<file path="config.mk">
export PLATFORM = sky130hd
export DESIGN_NAME = axis_deadlock_block_detector
export DESIGN_NICKNAME = d
export VERILOG_FILES = /design/src/rtl/axis_deadlock_block_detector.sv
export SDC_FILE = /design/constraint.sdc
export NUM_CORES = 1
export LEC_CHECK = 0
export CORE_MARGIN = 1.5
export CORE_UTILIZATION = 61
export CTS_BUF_LIST = sky130_fd_sc_hd__clkbuf_8
export DETAILED_ROUTE_END_ITERATION = 6
export DONT_BUFFER_PORTS = 1
export GPL_TIMING_DRIVEN = 1
export PLACE_DENSITY = 0.83
export RECOVER_POWER = 100
export SETUP_SLACK_MARGIN = 0.1
export SLEW_MARGIN = 20
export SYNTH_ARGS = -nofsm -noshare
export SYNTH_HDL_FRONTEND = slang
export SYNTH_SLANG_ARGS = --single-unit
</file>
<file path="constraint.sdc">
create_clock -name i_clock -period 2.15 [get_ports i_clock]
set_clock_uncertainty 0.1 [all_clocks]
set_input_delay 0.43 -clock i_clock [delete_from_list [all_inputs] [get_ports i_clock]]
set_output_delay 0.43 -clock i_clock [all_outputs]
set_load 0.005 [all_outputs]
</file>
<file path="src/rtl/axis_deadlock_block_detector.sv">
// axis_deadlock_block_detector: sticky deadlock flag after a stable stall pattern persists CONFIRM_CYCLES samples.
// Optional DEADLOCK_BLOCK_CYCLE_CNT_EN adds o_block_cycles, a saturating count of cycles spent in BLOCKED.
module axis_deadlock_block_detector #(
    parameter int NUM_AXIS       = 4,
    parameter int NUM_INST       = 1,
    parameter int CONFIRM_CYCLES = 16,
    parameter int CNT_W          = 16
) (
    input  logic                i_clock,
    input  logic                i_reset,
    input  logic [NUM_AXIS-1:0] i_axis_block_sigs,
    input  logic [NUM_INST-1:0] i_inst_idle_sigs,
    input  logic [NUM_INST-1:0] i_inst_block_sigs,
    output logic                o_block,
    output logic [NUM_AXIS-1:0] o_block_axis_snap,
    output logic [1:0]          o_det_state
`ifdef DEADLOCK_BLOCK_CYCLE_CNT_EN
    ,
    output logic [31:0]         o_block_cycles
`endif
);
    typedef enum logic [1:0] {IDLE = 2'd0, WATCH = 2'd1, BLOCKED = 2'd2} state_t;
    localparam logic [CNT_W-1:0] CNT_LAST = CNT_W'(CONFIRM_CYCLES - 1);
    state_t              r_state, w_state_nxt;
    logic [CNT_W-1:0]    r_cnt, w_cnt_nxt;
    logic [NUM_AXIS-1:0] r_snap, w_snap_nxt;
    logic                r_block, w_block_nxt;
    logic [NUM_AXIS-1:0] r_block_snap, w_block_snap_nxt;
    logic                w_stall_now;
    // every sub-instance idle means the kernel finished, which is not a deadlock
    assign w_stall_now = (|i_axis_block_sigs | |i_inst_block_sigs) & ~(&i_inst_idle_sigs);
    always_comb begin
        w_state_nxt      = r_state;
        w_cnt_nxt        = r_cnt;
        w_snap_nxt       = r_snap;
        w_block_nxt      = r_block;
        w_block_snap_nxt = r_block_snap;
        case (r_state)
            IDLE: begin
                if (w_stall_now) begin
                    w_state_nxt = WATCH;
                    w_cnt_nxt   = CNT_W'(1);
                    w_snap_nxt  = i_axis_block_sigs;
                end
            end
            WATCH: begin
                if (!w_stall_now) begin
                    w_state_nxt = IDLE;
                    w_cnt_nxt   = '0;
                end else if (i_axis_block_sigs != r_snap) begin
                    w_snap_nxt = i_axis_block_sigs;
                    w_cnt_nxt  = CNT_W'(1);
                end else if (r_cnt == CNT_LAST) begin
                    w_state_nxt      = BLOCKED;
                    w_block_nxt      = 1'b1;
                    w_block_snap_nxt = r_snap;
                end else begin
                    w_cnt_nxt = r_cnt + 1'b1;
                end
            end
            BLOCKED: w_state_nxt = BLOCKED;
            default: w_state_nxt = IDLE;
        endcase
    end
    always_ff @(posedge i_clock) begin
        if (!i_reset) begin
            r_state      <= IDLE;
            r_cnt        <= '0;
            r_snap       <= '0;
            r_block      <= 1'b0;
            r_block_snap <= '0;
        end else begin
            r_state      <= w_state_nxt;
            r_cnt        <= w_cnt_nxt;
            r_snap       <= w_snap_nxt;
            r_block      <= w_block_nxt;
            r_block_snap <= w_block_snap_nxt;
        end
    end
    assign o_block           = r_block;
    assign o_block_axis_snap = r_block_snap;
    assign o_det_state       = r_state;
`ifdef DEADLOCK_BLOCK_CYCLE_CNT_EN
    logic [31:0] r_block_cycles;
    always_ff @(posedge i_clock) begin
        if (!i_reset)
            r_block_cycles <= '0;
        else if (r_state == BLOCKED && r_block_cycles != 32'hFFFF_FFFF)
            r_block_cycles <= r_block_cycles + 32'd1;
    end
    assign o_block_cycles = r_block_cycles;
`endif
endmodule

</file>
Word-level counts from Yosys, hierarchy flattened

Index checks and enable logic that the tools add are counted.

Register bits after elaboration: 27
Input bits: 8
Output and inout port bits: 7

$add $sub $neg: 1
Equal/unequal tests: 10
Mux-type cells: 14
Bitwise logic cells: 4
Reductions and logical operators: 7

Operators by type and width:

| operator                | count |
|---|---|
| $mux W16                | 4 |
| $pmux W16 S2            | 1 |
| $add A16 B1 Y16 const B | 1 |
| $eq A16 B4 Y1 const B   | 1 |
| $mux W4                 | 3 |
| $mux W2                 | 4 |
| $pmux W4 S2             | 1 |
| $reduce_and A4 Y1       | 2 |
| $ne A2 B2 Y1 const B    | 3 |
| $ne A3 B3 Y1 const B    | 2 |
| $pmux W2 S3             | 1 |
| $reduce_and A3 Y1       | 2 |
| $ne A4 B4 Y1            | 1 |
| $ne A4 B4 Y1 const B    | 1 |
| $reduce_or A4 Y1        | 1 |
| $eq A2 B1 Y1 const B    | 1 |
| $eq A2 B2 Y1 const B    | 1 |
| $logic_not A2 Y1        | 1 |
| $not A1 Y1              | 2 |
| $reduce_bool A2 Y1      | 1 |
| $and A1 B1 Y1           | 1 |
| $or A1 B1 Y1            | 1 |

Logic depth before layout (Yosys ltp)

Depth after elaboration: 5
Depth in mapped cells: 7
Mapped depth without buffers: 6

Worst setup path before layout

OpenSTA, ideal clock, no wires.

Kind: register to register
Start: register r_cnt[0]
End: register r_cnt[0]
Library setup time: 121 ps
Arrival: 1745 ps
Setup slack: 184 ps
Cell stages (with the launch flop): 8
Path buffers: 1
Cells stage by stage: dfxtp_1 > ha_1 > and3_1 > nand4_1 > buf_2 > or3_2 > a211oi_1 > nor3_1

Cells in the longest elaborated chain, start to end: 5
Elaborated cells between the ends (all ways): 8
Those cells by class: 1 x add/sub; 2 x eq/ne; 4 x mux; 1 x reduce/logical

RTL lines:

| item                     | line | text |
|---|---|---|
| start: declaration       | 25   | `logic [CNT_W-1:0] r_cnt, w_cnt_nxt;` |
| start signal: assignment | 74   | `r_cnt <= w_cnt_nxt;` |
| $add A16 B1 Y16          | 58   | `w_cnt_nxt = r_cnt + 1'b1;` |
| $mux W16                 | 53   | `end else if (r_cnt == CNT_LAST) begin` |
| $mux W16                 | 50   | `end else if (i_axis_block_sigs != r_snap) begin` |
| $mux W16                 | 47   | `if (!w_stall_now) begin` |
| $pmux W16 S2             | 38   | `case (r_state)` |

Parallel ways exist; a longest one is shown, timed or not. The select of a mux whose other input is x is not followed.
A chain may end at the register's enable or synchronous reset.

Worst setup path after layout

Start: register r_cnt[1]
End: register r_cnt[0]

Cells in the longest elaborated chain, start to end: 3

RTL lines:

| item                        | line |
|---|---|
| $eq A16 B4 Y1               | 53 |
| $ne A4 B4 Y1 (no line)      | -- |
| $reduce_and A3 Y1 (no line) | -- |

Every way passes these cells.

==> impl_results.md <==
* XOR/XNOR Fraction of Synth Area at 0.0318
* First-pass GRT wire length at 5430 um
* Least-Margin Pin Slew at 0.606 ns
* EDFF count, synth at 0
* Top-Level Pins at 15
* RSZ-0062 raised after global routing: true
* Final-stage net count at 192
* Mean post-synth cell area at 8.55 um2
* Placeable core area at 2170 um2
* Die Area at 2550 um2
* RePlAce Congestion at 0.932
* Via Count at 1374
* Fill count at 160
* H-tree lvl count at 1
* HP Class: input port to flop
* Synth unique cells at 40
* CTS tree: yes
* WL/cell at 16.5 um
* Sequential-to-total area share from yosys stat at 0.393
* Fmax at 502 MHz
* # diodes at 0
* Antenna Nets Post-Route at 0
* Slew Viols, Final at 0
* Area Overhead vs Synth at 17.2%
* Initial core utilization at 0.634
* Synthesis Warnings at 0
* DRC Markers at 0
* Period Utilization, post-route at 0.927
* CP Capture Type: flop
* Die Y at 50.5 um
* Maxcap violations at 0
* Layout Cell Area excl Fill at 1610 um2
* Worst rel slew slack at 0.594
* Clock latency on the worst-skew pair at 0.28 ns
* Syn Std Cell Area at 1380 um2
* Largest vdd supply drop at 431 uV
* Final Setup Violations at 0
* Drt total wl at 3460 um
* WP data required at 2.22 ns
* Critical path peak fanout at 4
* Initial drt markers at 81
* Total track usage at 0.275
* Synth Area in Simple Gates at 0.248
* Status: finished clean
* CTS Buffer Depth at 2
* Post-route setup TNS at 0 ns
* Largest family of logic cells by synthesized area: simple AND/OR/NAND/NOR gates
* Asr flop ratio synth at 0
* Power density cells at 535 nW/um2
* Syn nets at 170
* Hold Vio Cnt, Final at 0
* Num CTS Buffers at 3
* Mux cell area share after synthesis at 0.0291
* Clock slew at reported path FFs at 0.09 ns
* Dpl hpwl at 2320 um
* Crit path launch type: flop
* WS Path Type: flop to flop
* Synthesized-area fraction occupied by adder cells at 0.00909
* Leak Pwr at 0.584 nW
* Setup slack, reg-to-reg at 0.16 ns
* Post-layout min period at 1.99 ns
* Initial antenna violation count at 0
* Final std cells w/o fill at 210
* Synth Instances at 161
* Cell Area, Placed at 1520 um2
* Port buffer count at 0
* Rows at 17
* Number of global-route vias before repair at 1274
* Worst path arrival time at 2.06 ns
* #FFs+latches synth at 27
* Chip Width at 50.5 um
* Vias per cell at 6.54
* Share of cells above drive strength 1 at 0.220
* Fin util at 0.743
* Top flip-flop cell by instance count after synthesis: dfxtp_1
* Dpl cells at 203
* First-pass DRT Iterations at 5
* Grt total ovfl at 0
* TritonCTS Sinks at 27
* Post-synthesis compound-gate area fraction at 0.243
* CTS root buf: clkbuf_8
* Largest net degree at the start of global routing at 17
-- synth_stat cells, types with 3 or more instances --
cell type,count,area share
inv_1,5,0.014
a21o_1,4,0.022
dfxtp_1,27,0.39
nand4_1,3,0.014
a21oi_1,15,0.055
buf_2,3,0.011
nor3_1,5,0.018
nand2_1,13,0.035
mux2i_1,4,0.029
xnor2_1,5,0.032
nor4_1,5,0.023
nand3_1,11,0.040
and3_1,3,0.014
nor2_1,10,0.027
or4_1,3,0.016
a211oi_1,5,0.027
o21ai_0,9,0.033
-- logic make-up (layout without fill, tap and decap cells) --
family / after synthesis / after routing
muxes: 4 / 4
adders and majority gates: 1 / 1
xor gates and xnor gates: 5 / 5
buffers and inverters: 12 / 33
DFF: 27 / 27
AOI/OAI and AO/OA: 49 / 49
and+or+nand+nor: 63 / 63
-- worst paths after layout --
kind,start,to,cells past startpoint
max,r_cnt[1],r_cnt[0],8
min,i_axis_block_sigs[1],r_snap[1],2
max reg2reg,r_cnt[1],r_cnt[0],8
min reg2reg,r_cnt[1],r_cnt[1],1
-- report_power, final --
part | switching [mW] | internal (mW) | leakage (nW) | total (mW)
combinational | 0.0396 | 0.0272 | 0.338 | 0.0668
clock | 0.156 | 0.128 | 0.0269 | 0.284
sequential | 0.00558 | 0.506 | 0.219 | 0.512
-- per-stage QoR --
step	worst slack (ns)	hold slack [ns]	total power, mW
after floorplan	0.184	0.340	0.578
after global placement	0.0285	0.363	0.585
after detailed placement	-0.0846	0.374	0.588
after CTS	0.0610	0.188	0.864
after global routing	0.0719	0.204	0.885
final	0.157	0.191	0.863
-- sequential cells by signal (all words and copies together), names as in the netlist --
| name | cells |
|---|---|
| o_block | 1 |
| o_block_axis_snap | 4 |
| r_cnt | 16 |
| r_snap | 4 |
| o_det_state | 2 |
-- timing repair --
action | in CTS | in global routing
endpoints found under the setup margin | 8 | 7
hold buffers | 0 | 0
gates resized for setup | 2 | 7
pin swaps | 0 | 2
buffers inserted | 0 | 3
-- layer usage --
layer	global-route usage	up-vias	part of all wire
li1	-	645	-
met1	0.339	657	0.42
met2	0.465	60	0.49
met3	0.0506	12	0.067
met4	0.122	0	0.023
met5	0	-	0
-- cell type report --
type,count,area [um2],share of cell area
flip-flops and latches,27,542,0.336
clock inverters,1,3.75,0.00233
repair buffers,23,158,0.0977
clock buffers,3,41.3,0.0256
well taps,28,35.0,0.0217
inverters,6,22.5,0.0140
multi-input cells,122,811,0.503
-- critical path, cell delays in order (launching register included) --
cell	delay (ns)
dfxtp_2	0.37
ha_1	0.17
and3_4	0.20
nand4_1	0.09
buf_4	0.18
buf_4	0.13
or3_2	0.42
a211oi_2	0.18
nor3_1	0.06
-- layout by cell type, fill, tap and decap left out, drive strengths merged, types with 4 or more instances in the layout --
cell    count
o21ai       9
mux2i       4
nor2       10
a21o        5
a21oi      15
nand4       4
inv         7
nor3        5
dfxtp      27
a211oi      5
nand2      13
clkbuf      7
buf        19
nor4        7
nand3      11
xnor2       5
Note: power is estimated with default switching activity, not from simulation.
